**config.mk**
```make
export PLATFORM = sky130hd
export DESIGN_NAME = hazard_controller
export DESIGN_NICKNAME = d
export VERILOG_FILES = /design/src/rtl/hazard_pkg.sv /design/src/rtl/hazard_scoreboard.sv /design/src/rtl/hazard_controller.sv
export SDC_FILE = /design/constraint.sdc
export NUM_CORES = 1
export LEC_CHECK = 0
export CAP_MARGIN = 20
export CELL_PAD_IN_SITES_DETAIL_PLACEMENT = 0
export CELL_PAD_IN_SITES_GLOBAL_PLACEMENT = 1
export CORE_UTILIZATION = 34
export CTS_BUF_LIST = sky130_fd_sc_hd__clkbuf_8 sky130_fd_sc_hd__clkbuf_16
export DETAILED_ROUTE_END_ITERATION = 10
export GPL_ROUTABILITY_DRIVEN = 1
export PLACE_DENSITY_LB_ADDON = 0.1
export SYNTH_ARGS = -nofsm -noshare
export SYNTH_HDL_FRONTEND = slang
export SYNTH_SLANG_ARGS = --single-unit
```
**constraint.sdc**
```tcl
create_clock -name clk -period 6.1 [get_ports clk]
set_input_delay 1.83 -clock clk [delete_from_list [all_inputs] [get_ports clk]]
set_output_delay 1.83 -clock clk [all_outputs]
set_load 0.02 [all_outputs]
```
**src/rtl/hazard_pkg.sv**
```systemverilog
// Shared types and constants for the DOF-stage hazard controller.
// The optional forwarding mode is enabled by defining HAZARD_FWD_EN.
package hazard_pkg;

  localparam int DEF_REG_ADDR_WIDTH = 5;
  localparam int DEF_WB_LATENCY     = 2;
  localparam int DEF_CNT_WIDTH      = 16;

  // Pending counters hold 0..WB_LATENCY, and WB_LATENCY is at most 3.
  localparam int PEND_WIDTH = 2;

  typedef enum logic {
    ST_RUN    = 1'b0,
    ST_FLUSH1 = 1'b1
  } flush_state_e;

  localparam logic [1:0] FWD_REGFILE = 2'd0;
  localparam logic [1:0] FWD_WB      = 2'd1;
  localparam logic [1:0] FWD_EX      = 2'd2;
  localparam logic [1:0] FWD_MEM     = 2'd3;

endpackage

```
**src/rtl/hazard_scoreboard.sv**
```systemverilog
// Per-register scoreboard of in-flight writes: a countdown to writeback
// plus a load flag for each register, with two combinational read ports.
module hazard_scoreboard
  import hazard_pkg::*;
#(
  parameter int REG_ADDR_WIDTH = DEF_REG_ADDR_WIDTH,
  parameter int WB_LATENCY     = DEF_WB_LATENCY
) (
  input  logic                      clk,
  input  logic                      rst_n,
  input  logic                      i_set,
  input  logic [REG_ADDR_WIDTH-1:0] i_da,
  input  logic                      i_ld,
  input  logic [REG_ADDR_WIDTH-1:0] i_aa,
  input  logic [REG_ADDR_WIDTH-1:0] i_ba,
  output logic [PEND_WIDTH-1:0]     o_pend_a,
  output logic [PEND_WIDTH-1:0]     o_pend_b,
  output logic                      o_ld_a,
  output logic                      o_ld_b
);

  localparam int NUM_REGS = 1 << REG_ADDR_WIDTH;
  localparam logic [PEND_WIDTH-1:0] PEND_INIT = PEND_WIDTH'(WB_LATENCY);

  logic [PEND_WIDTH-1:0] r_pend [NUM_REGS];
  logic                  r_ld   [NUM_REGS];

  // Entry 0 is never written, so R0 can never appear pending.
  always_ff @(posedge clk or negedge rst_n) begin
    if (!rst_n) begin
      for (int r = 0; r < NUM_REGS; r++) begin
        r_pend[r] <= '0;
        r_ld[r]   <= 1'b0;
      end
    end else begin
      for (int r = 1; r < NUM_REGS; r++) begin
        if (i_set && (i_da == REG_ADDR_WIDTH'(r))) begin
          r_pend[r] <= PEND_INIT;
          r_ld[r]   <= i_ld;
        end else if (r_pend[r] != '0) begin
          r_pend[r] <= r_pend[r] - 1'b1;
        end
      end
    end
  end

  assign o_pend_a = (i_aa == '0) ? '0 : r_pend[i_aa];
  assign o_pend_b = (i_ba == '0) ? '0 : r_pend[i_ba];
  assign o_ld_a   = (i_aa == '0) ? 1'b0 : r_ld[i_aa];
  assign o_ld_b   = (i_ba == '0) ? 1'b0 : r_ld[i_ba];

endmodule

```
**src/rtl/hazard_controller.sv**
```systemverilog
// DOF-stage interlock: scoreboard-driven stalls, 2-cycle branch flush, stall counter.
// Define HAZARD_FWD_EN to forward ALU results and stall only on load-use.
module hazard_controller
  import hazard_pkg::*;
#(
  parameter int REG_ADDR_WIDTH = DEF_REG_ADDR_WIDTH,
  parameter int WB_LATENCY     = DEF_WB_LATENCY,
  parameter int CNT_WIDTH      = DEF_CNT_WIDTH
) (
  input  logic                      clk,
  input  logic                      rst_n,
  input  logic                      if_valid,
  input  logic [REG_ADDR_WIDTH-1:0] aa,
  input  logic [REG_ADDR_WIDTH-1:0] ba,
  input  logic                      use_a,
  input  logic                      use_b,
  input  logic                      rw_dec,
  input  logic [REG_ADDR_WIDTH-1:0] da_dec,
  input  logic                      ld_dec,
  input  logic                      branch_taken,
  output logic                      stall,
  output logic                      bubble,
  output logic                      flush,
  output logic [CNT_WIDTH-1:0]      stall_cnt,
  output logic [1:0]                fwd_a,
  output logic [1:0]                fwd_b
);

  flush_state_e          r_state;
  logic [CNT_WIDTH-1:0]  r_stall_cnt;

  logic                  w_issue;
  logic                  w_set;
  logic [PEND_WIDTH-1:0] w_pend_a;
  logic [PEND_WIDTH-1:0] w_pend_b;
  logic                  w_ld_a;
  logic                  w_ld_b;
  logic                  w_src_a;
  logic                  w_src_b;
  logic                  w_haz_a;
  logic                  w_haz_b;
  logic                  w_stall;
  logic                  w_flush;

  // Squashed or stalled instructions must not reserve their destination.
  assign w_issue = if_valid & ~w_stall & ~w_flush;
  assign w_set   = w_issue & rw_dec & (da_dec != '0);

  hazard_scoreboard #(
    .REG_ADDR_WIDTH (REG_ADDR_WIDTH),
    .WB_LATENCY     (WB_LATENCY)
  ) u_scoreboard (
    .clk      (clk),
    .rst_n    (rst_n),
    .i_set    (w_set),
    .i_da     (da_dec),
    .i_ld     (ld_dec),
    .i_aa     (aa),
    .i_ba     (ba),
    .o_pend_a (w_pend_a),
    .o_pend_b (w_pend_b),
    .o_ld_a   (w_ld_a),
    .o_ld_b   (w_ld_b)
  );

  assign w_src_a = use_a & (aa != '0);
  assign w_src_b = use_b & (ba != '0);

`ifdef HAZARD_FWD_EN
  // Only a load issued last cycle has no forwarding source yet.
  assign w_haz_a = w_src_a & w_ld_a & (w_pend_a == PEND_WIDTH'(WB_LATENCY));
  assign w_haz_b = w_src_b & w_ld_b & (w_pend_b == PEND_WIDTH'(WB_LATENCY));
  assign fwd_a   = w_src_a ? w_pend_a : FWD_REGFILE;
  assign fwd_b   = w_src_b ? w_pend_b : FWD_REGFILE;
`else
  logic w_unused_ld;
  assign w_unused_ld = w_ld_a ^ w_ld_b;
  assign w_haz_a = w_src_a & (w_pend_a != '0);
  assign w_haz_b = w_src_b & (w_pend_b != '0);
  assign fwd_a   = FWD_REGFILE;
  assign fwd_b   = FWD_REGFILE;
`endif

  // A branch kills the DOF slot this cycle and the IF slot next cycle.
  assign w_flush = (r_state == ST_FLUSH1) | branch_taken;
  assign w_stall = if_valid & (w_haz_a | w_haz_b) & ~w_flush;

  assign stall     = w_stall;
  assign flush     = w_flush;
  assign bubble    = w_stall | w_flush;
  assign stall_cnt = r_stall_cnt;

  // Branches seen during FLUSH1 are on the wrong path and are ignored.
  always_ff @(posedge clk or negedge rst_n) begin
    if (!rst_n) begin
      r_state <= ST_RUN;
    end else begin
      case (r_state)
        ST_RUN:    if (branch_taken) r_state <= ST_FLUSH1;
        ST_FLUSH1: r_state <= ST_RUN;
        default:   r_state <= ST_RUN;
      endcase
    end
  end

  always_ff @(posedge clk or negedge rst_n) begin
    if (!rst_n) begin
      r_stall_cnt <= '0;
    end else if (w_stall && (r_stall_cnt != '1)) begin
      r_stall_cnt <= r_stall_cnt + 1'b1;
    end
  end

endmodule

```
Word level (Yosys, flattened, before mapping)
Index checks and enable logic that the tools add are counted.
{"block": "word_totals", "mem_count": 0, "elab_cells": 290, "inputBits": 23, "ff_bits": 79, "out_inout_bits": 23, "rom_bits": 0, "ram_bits": 0, "latchBits": 0}
{"block": "classes", "n_eq_ne": 32, "add_sub_neg": 32, "div_mod_pow": 0, "shifts": 0, "n_mul": 0, "n_reduce_logical": 101, "bitwise": 18, "mux": 72, "order_cmp": 2}
{"cell": "2-bit 2-to-1 mux", "n": 68}
{"cell": "2-bit nonzero test", "n": 64}
{"cell": "5-bit equality test (second input constant)", "n": 16}
{"cell": "2-bit by 1-bit subtractor with 2-bit output (second input constant)", "n": 31}
{"cell": "5-bit by 4-bit equality test with 1-bit output (second input constant)", "n": 8}
{"cell": "1-bit logical AND", "n": 32}
{"cell": "2-bit binary-select mux with 5-bit select", "n": 2}
{"cell": "5-bit by 3-bit equality test with 1-bit output (second input constant)", "n": 4}
{"cell": "16-bit by 1-bit adder with 16-bit output (second input constant)", "n": 1}
{"cell": "16-bit != test (second input constant)", "n": 1}
{"cell": "5-bit nonzero test", "n": 3}
{"cell": "6-bit greater-or-equal comparator (second input constant)", "n": 2}
{"cell": "5-bit NOT with 6-bit output", "n": 2}
{"cell": "1-bit bitwise AND", "n": 10}
{"cell": "5-bit by 2-bit equality test with 1-bit output (second input constant)", "n": 2}
{"cell": "5-bit zero test", "n": 2}
{"cell": "5-bit by 1-bit equality test with 1-bit output (second input constant)", "n": 1}
{"cell": "1-bit NOT", "n": 3}
{"cell": "1-bit bitwise OR", "n": 3}
{"cell": "1-bit case mux with 2 select lines", "n": 1}
{"cell": "1-bit 2-to-1 mux", "n": 1}

Longest topological paths before layout
Gate-level depths: netlist of the first run.
{"block": "logic_depth", "depth_word": 17, "mapped_depth": 11, "depth_no_buf": 8}

Cells and area by module
From an unflattened synthesis of the first run, not the netlist that was laid out.
{"block": "unflattened", "hier_cells": 649, "area_unflattened_um2": 7101.8}
{"mod": "hazard_scoreboard", "n_inst": 1, "area_per_inst_um2": 6113.4, "seq_area_each_um2": 2327.2, "cells_each": 554}
{"mod": "hazard_controller", "n_inst": 1, "area_per_inst_um2": 988.4, "seq_area_each_um2": 425.4, "cells_each": 95}

Least setup slack after synthesis of the first run
OpenSTA, ideal clock, no wires.
{"block": "synth_path", "kind": "input to output", "start": "input port aa[1]", "end": "output port bubble", "slack_ns": 0.537, "stages": 9, "arrival_time_ns": 3.733, "n_path_buf": 2, "path_cell_list": "buf_6 > mux4_2 > mux2_4 > a2111oi_4 > a31oi_4 > nand2_2 > buf_4 > nand2_1 > nand2_1"}
{"block": "synth_between", "elab_chain_cells": 11, "word_cells_on_any_way": 14}
{"element": "start, declared", "line_no": "hazard_controller.sv:13", "source": "input logic [REG_ADDR_WIDTH-1:0] aa,"}
{"element": "5-bit NOT with 6-bit output (implied by the code)", "line_no": "hazard_scoreboard.sv:47", "source": "assign o_pend_a = (i_aa == '0) ? '0 : r_pend[i_aa];"}
{"element": "2-bit binary-select mux with 5-bit select", "line_no": "hazard_scoreboard.sv:47"}
{"element": "2-bit 2-to-1 mux (implied by the code) (2 in series)", "line_no": "hazard_scoreboard.sv:47"}
{"element": "2-bit 2-to-1 mux", "line_no": "hazard_scoreboard.sv:47"}
{"element": "2-bit nonzero test", "line_no": "hazard_controller.sv:78", "source": "assign w_haz_a = w_src_a & (w_pend_a != '0);"}
{"element": "1-bit bitwise AND *", "line_no": "hazard_controller.sv:78"}
{"element": "1-bit bitwise OR *", "line_no": "hazard_controller.sv:86", "source": "assign w_stall = if_valid & (w_haz_a | w_haz_b) & ~w_flush;"}
{"element": "1-bit bitwise AND * (2 in series)", "line_no": "hazard_controller.sv:86"}
{"element": "1-bit bitwise OR *", "line_no": "hazard_controller.sv:90", "source": "assign bubble = w_stall | w_flush;"}
{"element": "end, declared", "line_no": "hazard_controller.sv:22", "source": "output logic bubble,"}
Every way passes the cells marked *; elsewhere a longest branch is shown, timed or not. The select of a mux whose other input is x is not followed.

Worst setup path in the final report of the first run
{"block": "layout_path", "start": "input port aa[0]", "end": "output port bubble"}
Same word-level chain as after synthesis.

==> summary.md, run 1 <==
| Metric | Value |
|---|---|
| Seq. cell area | slightly below 0.002 mm² |
| Clock skew | 0.00727 ns |
| Post-route ant nets | 0 |
| Worst hold slack | roughly 0.44 ns |
| Leakage | 2.71 nW |
| Avg Inst Size Synth | between 9 and 10 µm² |
| Vias/cell | a little over 5 |
| Fill count | approximately 1400 |
| Final Critical Period | approximately 5.9 ns |
| Fmax | 169 MHz |
| CTS Buffer Depth | 2 |
| Worst path required time | roughly 4.3 ns |
| I/O pin total | 46 |
| Setup Viol. Count Final | 0 |
| Antenna cell count | 0 |
| Post-CTS setup buffer count | 0 |
| Global-route wire length before repair | 21600 µm |
| Post-synth EDFFs | 0 |
| DRT Pass-1 Iters | 5 |
| Synth unique cells | between 40 and 50 |
| Least-Margin Pin Slew | 0.722 ns |
| Initial Util | a little over a third |
| HP Class | reg -> reg |
| R2R setup slack | 3.30 ns |
| Synth top cells by count | 79 x dfrtp_1, 69 x inv_1, 60 x nor2_1 |
| Async SR Flop Fraction | 100% |
| Iteration-0 DRC Markers | about 230 |
| TritonCTS buffer count | 9 |
| Comb power frac | about 46% |
| H-tree depth | 3 |
| Met3 wire len | 519 µm |
| Pwr per Cell Area | ~460 mW/mm² |
| Final Net Count | 658 |
| Final wirelength | 13500 µm |
| Slew HR | approximately 52% |
| DR top layer | met4 |
| Peak VDD IR | approximately 0.17 mV |
| Slowest CP cell | clkdlybuf4s50_1 |
| Met2 WL | just over 6000 µm |
| Row count | 43 |
| CTS Hold Bufs | 0 |
| Max-slew violation count | 0 |
| Share of the synthesized area in the top cell type | around two fifths |
| Grt ovf | 0 |
| Area delta synth->final | 20.8% |
| Yosys warns | 2 |
| Die H | about 120 µm |
| IO Port Bufs | 40 |
| Critical Path End | bubble |
| GRT Total Usage | between 10% and 20% |
| Ys flop type | dfrtp_1 |
| Critical path peak fanout | 5 |
| Multi-input gate area | around 0.0027 mm² |
| CP max stage delay | 0.58 ns |
| CP cell instances | clkdlybuf4s50_1 -> o21ai_0 -> a2111oi_1 -> nor2_1 -> o211ai_1 -> a31oi_4 -> nand2_2 -> nand2_1 -> nand2_1 -> clkdlybuf4s15_2 |
| Worst r2r src | u_scoreboard.r_pend[2]$_DFFE_PN0P_ |
| Sw Share | about two fifths |
| Fin area | ~0.0060 mm² |
| M1 WL | around 6500 µm |
| Crit end category | output port |
| Period utilization | a little over nine tenths |
| Vias in the first global route | between 4000 and 5000 |
| Total number of vias | 4039 |
| RSZ-0062 raised after global routing | no |
| Top-count cell post-synth | dfrtp_1 |
| Leading area contributor after synthesis | dfrtp_1 |
| Critical Path AT | between 4 and 5 ns |
| Final HPWL DP | just over 10000 µm |
| Clock power share | 17.8% |
| Initial antenna violation count | 0 |
| CTS tree | built |
| CTS sink count | roughly 80 |
| Worst setup path startpoint | aa[0] |
| Residual DRC | 0 |
| Reg clk slew, reported paths | ~0.06 ns |
| Largest net degree at the start of global routing | 80 |
| Seq cells post-synth | between 70 and 80 |
| Internal power | roughly 1.7 mW |
| Maxcap violations | 0 |
| Clk_lat worst skew | ~0.34 ns |
| Synth area leaders | dfrtp_1 40%, ha_1 8.1%, xor2_1 5.5% |
| Post-Syn Area | 0.00496 mm² |
| Status | finished, final reports clean |
| Hold path startpoint | r_state$_DFF_PN0_ |
| Drt wl/cell | 17.2 µm |
| Cell Area, Placed | roughly 0.0057 mm² |
| Clk Tree Root Cell | clkbuf_16 |
| NetSw | 1.11 mW |
| Die width | about 120 µm |
| Worst reg2reg path depth | 8 |
| Final hold violation count | 0 |
| GPL Wtd Cong | roughly 0.85 |
| Fin Setup TNS | 0 ns |
| Crit path launch type | primary input |
| Seq pwr share | a little over a third |
| Setup Crit Path Kind | in -> out |
| Seq/Total Area, Yosys | between 30 and 40% |
| Die Footprint | 0.0151 mm² |
| Core Area | approximately 0.014 mm² |
| Most common cell on crit path | nand2_1 |
| Layout cells sized above 1 | between 10 and 15% |
| Reg2reg end | u_scoreboard.r_pend[11]$_DFFE_PN0P_ |
| Cells after Synth | roughly 550 |
## kinds of logic (layout without fill, tap and decap cells)
kind of cell / Yosys count / after routing / synth area share (%)
xor+xnor: 45 / 45 / 7.94
fa+ha+maj: 32 / 32 / 8.07
mux: 22 / 22 / 6.48
compound gates: 100 / 100 / 12.6
simple gates: 178 / 178 / 17.6
buf+inv: 89 / 147 / 7.31
flops: 79 / 79 / 39.8
other cells: 1 / 4 / 0.0756
## state kept, by name, summed over array words and instances (netlist names)
signal and flops:
u_scoreboard.r_pend 62, stall_cnt 16, r_state 1
## area by class of cell
| type | count | area share, % |
|---|---|---|
| Multi-Input combinational cell | 381 | 44.4 |
| Clock inverter | 6 | 0.647 |
| Tap cell | 180 | 3.76 |
| Timing Repair Buffer | 63 | 10.2 |
| Sequential cell | 79 | 33.0 |
| Inverter | 69 | 4.32 |
| Clock buffer | 9 | 3.76 |
## what timing repair did
item	4_1_cts	5_1_grt
gates cloned	0	0
gates resized for setup	7	8
pin swaps	0	1
setup endpoints to repair	2	2
## critical path: cells and delay by family
family	cells	cell delay, ns
and+or+nand+nor	4	0.30
AOI/OAI and AO/OA	4	1.11
buffers and inverters	2	0.83
## cells in the final DEF (no fill, tap or decap), drive strengths merged, types with 6 or more instances in the layout
| master | synthesis | routed |
|---|---|---|
| clkbuf | 7 | 9 |
| mux2 | 15 | 15 |
| xor2 | 31 | 31 |
| dfrtp | 79 | 79 |
| nand3 | 17 | 17 |
| ha | 32 | 32 |
| inv | 69 | 71 |
| clkdlybuf4s50 | 0 | 36 |
| nor2 | 60 | 60 |
| nand2 | 30 | 30 |
| a211oi | 8 | 8 |
| a21oi | 41 | 41 |
| mux4 | 6 | 6 |
| buf | 13 | 24 |
| nor3b | 6 | 6 |
| nor3 | 28 | 28 |
| o21ai | 31 | 31 |
| nand4 | 10 | 10 |
| xnor2 | 14 | 14 |
## worst min-delay path by stage
stage / endpoint / depth (start not counted)
final: r_state$_DFF_PN0_ / 1
after CTS: r_state$_DFF_PN0_ / 1
after global placement: r_state$_DFF_PN0_ / 1
after floorplan: r_state$_DFF_PN0_ / 1
after global routing: r_state$_DFF_PN0_ / 1
after detailed placement: r_state$_DFF_PN0_ / 1
## through the flow
step | power (mW) | setup slack [ns] | std cells | util [%]
3_5_place_dp | 2.30 | -0.304 | 771 | 40.4
4_1_cts | 2.81 | 0.0219 | 786 | 42.3
3_3_place_gp | 2.21 | -0.311 | 771 | 40.4
6_report | 2.78 | 0.186 | 787 | 42.7
2_1_floorplan | 1.94 | 0.537 | 549 | -
5_1_grt | 3.06 | 0.0218 | 787 | 42.7
## power by group through the flow
| stage | sequential [mW] | combinational [mW] | clock [mW] |
|---|---|---|---|
| finish | 0.995 | 1.29 | 0.497 |
| global route | 1.03 | 1.49 | 0.537 |
| CTS | 0.994 | 1.30 | 0.512 |
| detailed placement | 1.00 | 1.29 | 0 |
| global placement | 0.993 | 1.22 | 0 |
| floorplan | 0.962 | 0.976 | 0 |
## layer usage
metal / track usage (%) / vias up
met5: 0 / -
met2: 30.8 / 84
li1: - / 1984
met3: 3.49 / 22
met4: 8.69 / 0
met1: 26.1 / 1949
Power figures use the tool's default switching activity.
==> run 2: changes to the inputs <==
Settings changed: GPL_TIMING_DRIVEN set to 1.
==> results of run 2 <==
The final DEF is identical to that of run 1; final timing and power are the same.
